`src/rtl/fetch_pkg.sv`:
```
// Shared types and constants for the instruction-fetch stage.
package fetch_pkg;

    typedef enum logic [1:0] {
        IDLE  = 2'd0,
        FETCH = 2'd1,
        HOLD  = 2'd2,
        DRAIN = 2'd3
    } fetch_state_e;

    localparam logic [31:0] NOP_INST = 32'h0000_0000;
    localparam logic [31:0] PC_STEP  = 32'd4;

    // One fetched word together with the address it came from.
    typedef struct packed {
        logic [31:0] pc;
        logic [31:0] inst;
    } fetch_word_t;

    localparam fetch_word_t EMPTY_WORD = '{pc: 32'h0000_0000, inst: NOP_INST};

    // Redirect targets are always word addresses.
    function automatic logic [31:0] word_align(input logic [31:0] addr);
        return addr & ~32'h0000_0003;
    endfunction

endpackage

```
`src/rtl/fetch_perf_cnt.sv`:
```
// Fetch-stage performance counters: delivered instructions and stall cycles.
// Both counters wrap at 2^32.
module fetch_perf_cnt (
    input  logic        clk_i,
    input  logic        rst_i,
    input  logic        fetch_inc_i,
    input  logic        stall_inc_i,
    output logic [31:0] fetch_cnt_o,
    output logic [31:0] stall_cnt_o
);

    // Count each qualifying cycle; reset clears both immediately.
    always_ff @(posedge clk_i or negedge rst_i) begin
        if (!rst_i) begin
            fetch_cnt_o <= 32'd0;
            stall_cnt_o <= 32'd0;
        end else begin
            if (fetch_inc_i) fetch_cnt_o <= fetch_cnt_o + 32'd1;
            if (stall_inc_i) stall_cnt_o <= stall_cnt_o + 32'd1;
        end
    end

endmodule

```
`src/rtl/fetch_unit.sv`:
```
// Instruction-fetch stage: owns the PC, fetches words over a req/ack
// handshake and feeds IF/ID with {pc, pc+4, inst, valid} plus flush.
// Optional feature macro: FETCH_PERF_CNT_EN adds fetch_cnt_o / stall_cnt_o.
module fetch_unit #(
    parameter logic [31:0] RESET_PC = 32'h0000_0000
) (
    input  logic        clk_i,
    input  logic        rst_i,
    input  logic        stall_i,
    input  logic        redirect_i,
    input  logic [31:0] redirect_pc_i,
    output logic        imem_req_o,
    output logic [31:0] imem_addr_o,
    input  logic        imem_ack_i,
    input  logic [31:0] imem_data_i,
`ifdef FETCH_PERF_CNT_EN
    output logic [31:0] fetch_cnt_o,
    output logic [31:0] stall_cnt_o,
`endif
    output logic [31:0] pc_o,
    output logic [31:0] pc4_o,
    output logic [31:0] inst_o,
    output logic        inst_valid_o,
    output logic        flush_o
);

    import fetch_pkg::*;

    fetch_state_e state_q, state_d;
    logic [31:0]  fetch_pc_q, fetch_pc_d;
    logic [31:0]  next_pc_q, next_pc_d;
    fetch_word_t  skid_q, skid_d;
    fetch_word_t  out_q, out_d;
    logic         out_valid_q, out_valid_d;
    logic [31:0]  redirect_tgt;

    assign redirect_tgt = word_align(redirect_pc_i);

    // State register; reset forces IDLE so any in-flight ack is ignored.
    always_ff @(posedge clk_i or negedge rst_i) begin
        // NOTE: sequential state uses <= so every register samples pre-edge values.
        if (!rst_i) state_q <= IDLE;
        else        state_q <= state_d;
    end

    // Next-state logic; a redirect outranks both ack and stall.
    always_comb begin
        state_d = state_q;
        case (state_q)
            IDLE:  state_d = FETCH;
            FETCH: begin
                if (redirect_i)                  state_d = imem_ack_i ? FETCH : DRAIN;
                else if (imem_ack_i && stall_i)  state_d = HOLD;
            end
            HOLD:  if (redirect_i || !stall_i)   state_d = FETCH;
            DRAIN: if (imem_ack_i)               state_d = FETCH;
            default:                             state_d = IDLE;
        endcase
    end

    // Output decode: a request is outstanding in FETCH and DRAIN.
    always_comb begin
        // NOTE: default assignment first keeps every path driven, so no latch is inferred.
        imem_req_o = 1'b0;
        case (state_q)
            FETCH, DRAIN: imem_req_o = 1'b1;
            default:      imem_req_o = 1'b0;
        endcase
    end

    // Datapath next values: PC advance, redirect capture, skid fill/drain, IF/ID load.
    always_comb begin
        fetch_pc_d  = fetch_pc_q;
        next_pc_d   = next_pc_q;
        skid_d      = skid_q;
        out_d       = out_q;
        out_valid_d = out_valid_q;
        if (redirect_i) begin
            out_d       = EMPTY_WORD;
            out_valid_d = 1'b0;
            // Without an ack the old request must still complete, so park the target.
            if ((state_q == FETCH || state_q == DRAIN) && !imem_ack_i) next_pc_d  = redirect_tgt;
            else                                                       fetch_pc_d = redirect_tgt;
        end else begin
            case (state_q)
                FETCH: begin
                    if (imem_ack_i) begin
                        fetch_pc_d = fetch_pc_q + PC_STEP;
                        if (stall_i) begin
                            skid_d = '{pc: fetch_pc_q, inst: imem_data_i};
                        end else begin
                            out_d       = '{pc: fetch_pc_q, inst: imem_data_i};
                            out_valid_d = 1'b1;
                        end
                    end else if (!stall_i) begin
                        out_d       = EMPTY_WORD;
                        out_valid_d = 1'b0;
                    end
                end
                HOLD: begin
                    if (!stall_i) begin
                        out_d       = skid_q;
                        out_valid_d = 1'b1;
                    end
                end
                DRAIN: begin
                    if (imem_ack_i) fetch_pc_d = next_pc_q;
                    if (!stall_i) begin
                        out_d       = EMPTY_WORD;
                        out_valid_d = 1'b0;
                    end
                end
                default: begin
                    if (!stall_i) begin
                        out_d       = EMPTY_WORD;
                        out_valid_d = 1'b0;
                    end
                end
            endcase
        end
    end

    // Datapath registers.
    always_ff @(posedge clk_i or negedge rst_i) begin
        if (!rst_i) begin
            fetch_pc_q  <= RESET_PC;
            next_pc_q   <= RESET_PC;
            // NOTE: the skid buffer is reset even though HOLD guards its use, so X never reaches IF/ID.
            skid_q      <= EMPTY_WORD;
            out_q       <= EMPTY_WORD;
            out_valid_q <= 1'b0;
        end else begin
            fetch_pc_q  <= fetch_pc_d;
            next_pc_q   <= next_pc_d;
            skid_q      <= skid_d;
            out_q       <= out_d;
            out_valid_q <= out_valid_d;
        end
    end

    assign imem_addr_o  = fetch_pc_q;
    assign pc_o         = out_q.pc;
    assign pc4_o        = out_q.pc + PC_STEP;
    assign inst_o       = out_q.inst;
    assign inst_valid_o = out_valid_q;
    assign flush_o      = ~out_valid_q;

`ifdef FETCH_PERF_CNT_EN
    // A valid load happens exactly when the outputs are not held and become valid.
    logic fetch_inc;
    assign fetch_inc = out_valid_d & ~stall_i;

    fetch_perf_cnt u_perf_cnt (
        .clk_i       (clk_i),
        .rst_i       (rst_i),
        .fetch_inc_i (fetch_inc),
        .stall_inc_i (stall_i),
        .fetch_cnt_o (fetch_cnt_o),
        .stall_cnt_o (stall_cnt_o)
    );
`endif

endmodule

```
`config.mk`:
```
export PLATFORM = sky130hd
export DESIGN_NAME = fetch_unit
export DESIGN_NICKNAME = d
export VERILOG_FILES = /design/src/rtl/fetch_pkg.sv /design/src/rtl/fetch_perf_cnt.sv /design/src/rtl/fetch_unit.sv
export SDC_FILE = /design/constraint.sdc
export NUM_CORES = 1
export LEC_CHECK = 0
export BUFFER_PORTS_ARGS = -buffer_cell sky130_fd_sc_hd__buf_2
export CAP_MARGIN = 20
export CORE_MARGIN = 2
export CORE_UTILIZATION = 30
export DETAILED_ROUTE_END_ITERATION = 6
export GPL_TIMING_DRIVEN = 0
export PLACE_DENSITY = 0.51
export SYNTH_ARGS = -nofsm -noshare
export SYNTH_HDL_FRONTEND = slang
export SYNTH_SLANG_ARGS = --single-unit
```
`constraint.sdc`:
```
create_clock -name clk_i -period 6.2 [get_ports clk_i]
set_input_delay 1.24 -clock clk_i [delete_from_list [all_inputs] [get_ports clk_i]]
set_output_delay 1.24 -clock clk_i [all_outputs]
set_load 0.02 [all_outputs]
```
==> flow_summary.json, run 1 <==
{
  "finalSetupTns_ns": 0,
  "comb_power_share_pct": 39.6,
  "stdcell_count": 1499,
  "dpl.cell_count": 1468,
  "multiInputGateArea_um2": 4130,
  "hold_viol_final": 0,
  "grt_pass1_wl_um": 42700,
  "portBuffers": 192,
  "fin_crit_sh_pct": 58.9,
  "p_int_mw": 3.17,
  "area_growth_syn_to_layout_pct": 22.7,
  "syn_inst": 878,
  "fp.dieArea_um2": 32000,
  "place_hpwl_um": 20300,
  "grt_overflow": 0,
  "via_per_inst": 5.00,
  "worst_slew_pin_slew_ns": 0.784,
  "final_common_cell": "buf_2",
  "path_clk_slew_ns": 0.07,
  "finalSetupViolations": 0,
  "synth-seq-area-share_pct": 51.5,
  "insertion_delay_ns": 0.44,
  "drv_slew": 0,
  "holdBufCountCts": 0,
  "drt_first_pass_iters": 5,
  "drt-total-wl_um": 27700,
  "syn_area_um2": 9180,
  "numCtsBuffers": 17,
  "crit_type": "reg2out",
  "vias": 7501,
  "postSynthAreaPerCell_um2": 10.5,
  "path_max_fanout": 8,
  "rsz0062_at_grt": "false",
  "yosys.area.top_type_share_pct": 51.5,
  "p_leak_nw": 5.01,
  "drc": 0,
  "synth_ff_type": "dfrtp_1",
  "antenna_cells": 0,
  "die_h_um": 179,
  "die_w_um": 179,
  "cts_htree_levels": 4,
  "ir_drop_mv": 0.195,
  "hold_path.class": "reg2reg",
  "synth_area_leaders": "dfrtp_1, mux2_2, a22oi_1",
  "grt_pass1_vias": 7129,
  "grt_usage_pct": 17.5,
  "switching_power_mw": 2.26,
  "ant_nets": 0,
  "start_util_pct": 30.2,
  "cts-root-buf": "clkbuf_16",
  "drive_above_1_share_pct": 29.8,
  "place_congestion": 0.844,
  "slew_headroom_pct": 47.7,
  "r2r_slack_ns": 3.08,
  "drt_iter0_drc": 503,
  "seqPwrFrac_pct": 39.7,
  "timing.final.crit_period_ns": 3.65,
  "num-fill-cells": 3107,
  "power_density_nw_per_um2": 482,
  "synth_warnings": 0,
  "avgRoutedWirePerCell_um": 18.5,
  "fin_skew_ns": 0.0121,
  "most-common-layout-cells": "buf_2, dfrtp_1, nand2_1",
  "synth.distinct_cells": 57,
  "placed_cell_area_um2": 10700,
  "antenna_found_initial": 0,
  "grt_max_degree": 100,
  "io_pins": 200,
  "status": "complete, no violations",
  "cts.repair.resized": 0,
  "end_kind": "primary output",
  "cts_setup_buffers": 0,
  "p_clk_share_pct": 20.7,
  "clock-sinks": 189,
  "post-synth-top-area-cell": "dfrtp_1",
  "async_flop_share_pct": 100,
  "worst-endpoint-arrival_ns": 2.41,
  "start_kind": "register",
  "layout.nets": 1165,
  "ys_ff_latch": 189,
  "finalPower_mw": 5.43,
  "synth_enable_flop_cells": 0,
  "drv_cap": 0,
  "switching_share_pct": 41.7,
  "max_freq_mhz": 274,
  "regArea_um2": 4730,
  "clk_path_buf_depth": 2,
  "cts_tree": "done",
  "rows": 64,
  "core_area_um2": 30300,
  "fin_area_um2": 11300,
  "required_ns": 4.96
}
-- area by class of cell --
cell class / instances / area share, %
Inverter: 13 / 0.433
Clock buffer: 20 / 4.05
Multi-Input combinational cell: 609 / 36.6
Tap cell: 396 / 4.40
Sequential cell: 189 / 42.0
Timing Repair Buffer: 193 / 8.86
Clock inverter: 11 / 1.16
Buffer: 68 / 2.48
-- sequential cells by signal, indices dropped and copies added, names as in the netlist --
name and cells:
inst_o 32, pc_o 32, skid_q 62, imem_addr_o 30, next_pc_q 30, state_q 2
inst_valid_o 1
-- power by group through the flow --
stage | sequential [mW] | combinational, mW | clock (mW)
after floorplan | 2.26 | 1.25 | 0
after global placement | 2.15 | 2.15 | 0
after detailed placement | 2.17 | 2.17 | 0
after CTS | 2.15 | 2.17 | 1.15
after global routing | 2.23 | 2.37 | 1.20
final | 2.15 | 2.15 | 1.12
-- Yosys cell counts (7+ instances only) --
library cell,instances
dfrtp_1,189
nand2_1,101
mux2_2,88
o21ai_0,87
a22oi_1,71
clkbuf_1,51
nand3_1,36
xnor2_1,30
a21oi_1,27
nor2_1,27
and3_1,17
inv_1,13
nand4_1,13
o22ai_1,10
xor2_1,10
o211ai_1,7
-- worst max-delay path, cell delays in order, from the launching register on --
cell and delay [ns]:
dfrtp_1 0.48, and4_1 0.33, nand3_1 0.15, nor2_1 0.49, nand3_1 0.17, xnor2_1 0.16, buf_2 0.18
-- worst paths after layout --
kind / startpoint / end / cells after the start
setup / recovery: pc_o[8] / pc4_o[23] / 6
hold / removal: inst_o[30] / inst_o[30] / 2
setup reg to reg: state_q[1] / imem_addr_o[26] / 10
hold reg to reg: inst_o[30] / inst_o[30] / 2
max in group asynchronous: rst_i / state_q[0] / 2
min in group asynchronous: rst_i / next_pc_q[2] / 1
-- per-layer routing --
| layer | track usage (%) | vias to the layer above | part of all wire [%] |
|---|---|---|---|
| met1 | 25.1 | 3670 | 48 |
| li1 | - | 3622 | - |
| met3 | 3.03 | 20 | 4.6 |
| met2 | 27.2 | 189 | 46 |
| met5 | 0 | - | 0 |
| met4 | 4.57 | 0 | 1.6 |
-- kinds of logic after synthesis --
logic type	after synthesis	synth area share [%]
adder cells (fa/ha/maj)	5	0.682
AND/OR/NAND/NOR	231	12.4
flip-flops	189	51.5
other	1	0.0409
AO/OA/AOI/OAI	237	16.5
buffers and inverters	81	3.57
XOR/XNOR	40	3.82
multiplexers	94	11.5
-- metrics by stage --
stage,hold slack (ns),utilization [%],worst slack [ns]
detailed placement,0.468,35.2,2.41
CTS,0.485,37.1,2.48
finish,0.476,37.1,2.55
global placement,0.457,35.1,0.448
floorplan,0.451,-,3.14
global route,0.497,37.1,2.24
Note: power is estimated with default switching activity, not from simulation.
==> run 2: changes to the inputs <==
PLACE_DENSITY = 0.53   (was 0.51)
clock period = 3.15 ns   (was 6.2 ns; I/O delays follow)
==> run 2 against run 1 <==
Largest cell class unchanged. Power increased by 95%. Worst setup slack got worse by 2.4 ns. Via count is 0.77% higher. Final area decreased by 0.17%. Largest power group unchanged. First-iteration DRC count grew 16%.
==> flow_summary.json, run 2 (synthesized netlist as in run 1, its figures left out) <==
{
  "drv_slew": 0,
  "path_clk_slew_ns": 0.08,
  "largest_reg_flops": 62,
  "start_kind": "register",
  "most-common-layout-cells": "buf_2, dfrtp_1, nand2_1",
  "p_leak_nw": 4.99,
  "rows": 64,
  "die_w_um": 179,
  "drv_cap": 0,
  "grt_overflow": 0,
  "dpl.cell_count": 1468,
  "dpl_worst_slack_ns": 0.0646,
  "drive_above_1_share_pct": 30.3,
  "max_freq_mhz": 332,
  "rsz0062_at_grt": "false",
  "ant_nets": 0,
  "core_area_um2": 30300,
  "worst-endpoint-arrival_ns": 3.31,
  "area_growth_syn_to_layout_pct": 22.5,
  "worstPathCellList": "ha_1 > clkbuf_1 > o21bai_1 > o31ai_1 > clkbuf_1 > clkbuf_2 > a221oi_1 > o22ai_1",
  "vias": 7559,
  "status": "complete, no violations",
  "fin_skew_ns": 0.0130,
  "drc": 0,
  "layout.nets": 1165,
  "io_pins": 200,
  "finalSetupViolations": 0,
  "hold_viol_final": 0,
  "antenna_found_initial": 0,
  "crit_type": "reg2reg",
  "cts_htree_levels": 4,
  "portBuffers": 192,
  "hold_path.class": "in2async",
  "fin_util_pct": 37.1,
  "place_congestion": 0.823,
  "grt_max_degree": 100,
  "cts.repair.resized": 0,
  "fp.dieArea_um2": 32000,
  "start_util_pct": 30.2,
  "slew_headroom_pct": 42.1,
  "antenna_cells": 0,
  "die_h_um": 179,
  "cts-root-buf": "clkbuf_16",
  "drt-total-wl_um": 27800,
  "required_ns": 3.45,
  "power_density_nw_per_um2": 940,
  "avgRoutedWirePerCell_um": 18.5,
  "critPathBufInv": 3,
  "end_kind": "register",
  "grt_pass1_vias": 7094,
  "drt_iter0_drc": 585,
  "timing.final.crit_period_ns": 3.02,
  "grt_usage_pct": 17.4,
  "drt_first_pass_iters": 5,
  "cts_tree": "done",
  "finalSetupTns_ns": 0,
  "ir_drop_mv": 0.428,
  "place_hpwl_um": 20400,
  "cts_setup_buffers": 0,
  "top_register": "skid_q",
  "num-fill-cells": 3115,
  "fin_crit_sh_pct": 95.7,
  "grt_pass1_wl_um": 42100,
  "clk_path_buf_depth": 2,
  "worst_slew_pin_slew_ns": 0.861,
  "stdcell_count": 1500,
  "critPathTopFamily": "compound AO/OA/AOI/OAI gates",
  "cpMostUsedCell": "clkbuf_1",
  "final_common_cell": "buf_2",
  "insertion_delay_ns": 0.44,
  "cp_slowest_stage_delay_ns": 0.46,
  "clock-sinks": 189,
  "layout_setup_ws_ns": 0.135,
  "holdBufCountCts": 0,
  "path_max_fanout": 10,
  "numCtsBuffers": 17,
  "via_per_inst": 5.04,
  "crit_slowest_cell": "o21bai_1"
}
run 2: cell types whose count changed in the layout (fill, tap and decap cells not counted), sizes merged:
cell	change
buf	-1
clkinvlp	+2
inv	-1
clkinv	+3
bufinv	-2
run 2: path summary, 6_finish.rpt:
path | startpoint | end | slack (ns) | cells after the start
min in group clk_i | redirect_pc_i[19] | next_pc_q[19] | 0.44 | 2
max in group asynchronous | rst_i | skid_q[26] | 1.94 | 2
hold reg to reg | inst_o[30] | inst_o[30] | 0.47 | 2
setup / recovery | state_q[0] | imem_addr_o[25] | 0.13 | 8
hold / removal | rst_i | next_pc_q[6] | 0.20 | 1
setup reg to reg | state_q[0] | imem_addr_o[25] | 0.13 | 8
run 2: cell type report:
class / count / area [µm²] / area share (%)
flip-flops and latches: 189 / 4730 / 42.1
multi-input cells: 609 / 4130 / 36.7
repair buffers: 193 / 998 / 8.88
well taps: 396 / 495 / 4.41
clock buffers: 19 / 453 / 4.03
plain buffers: 68 / 280 / 2.49
clock inverters: 13 / 109 / 0.968
inverters: 13 / 48.8 / 0.434
run 2: routing by layer:
metal / routed length (µm) / vias up / GRT usage, % / share of wire [%]
li1: - / 3614 / - / -
met1: 13100 / 3719 / 24.8 / 47
met2: 12700 / 195 / 26.3 / 46
met3: 1270 / 31 / 3.01 / 4.6
met4: 649 / 0 / 6.27 / 2.3
met5: 0 / - / 0 / 0
run 2: worst reg2reg max path: stages (launching register included):
cell and delay (ns):
dfrtp_1 0.43, ha_1 0.22, clkbuf_1 0.25, o21bai_1 0.46
o31ai_1 0.28, clkbuf_1 0.34, clkbuf_2 0.31, a221oi_1 0.44
o22ai_1 0.15
run 2: per-stage QoR:
step | power (mW) | area (µm²) | hold slack (ns)
6_report | 10.6 | 11200 | 0.203
5_1_grt | 11.3 | 11200 | 0.271
4_1_cts | 10.6 | 11200 | 0.239
3_5_place_dp | 8.53 | 10700 | 0.465
3_3_place_gp | 8.44 | 10600 | 0.459
2_1_floorplan | 6.90 | 9180 | 0.334
run 2: where the power goes:
group	switching, mW	internal [mW]	total [mW]
Combinational	2.61	1.62	4.23
Clock	1.02	1.07	2.10
Sequential	0.854	3.39	4.24
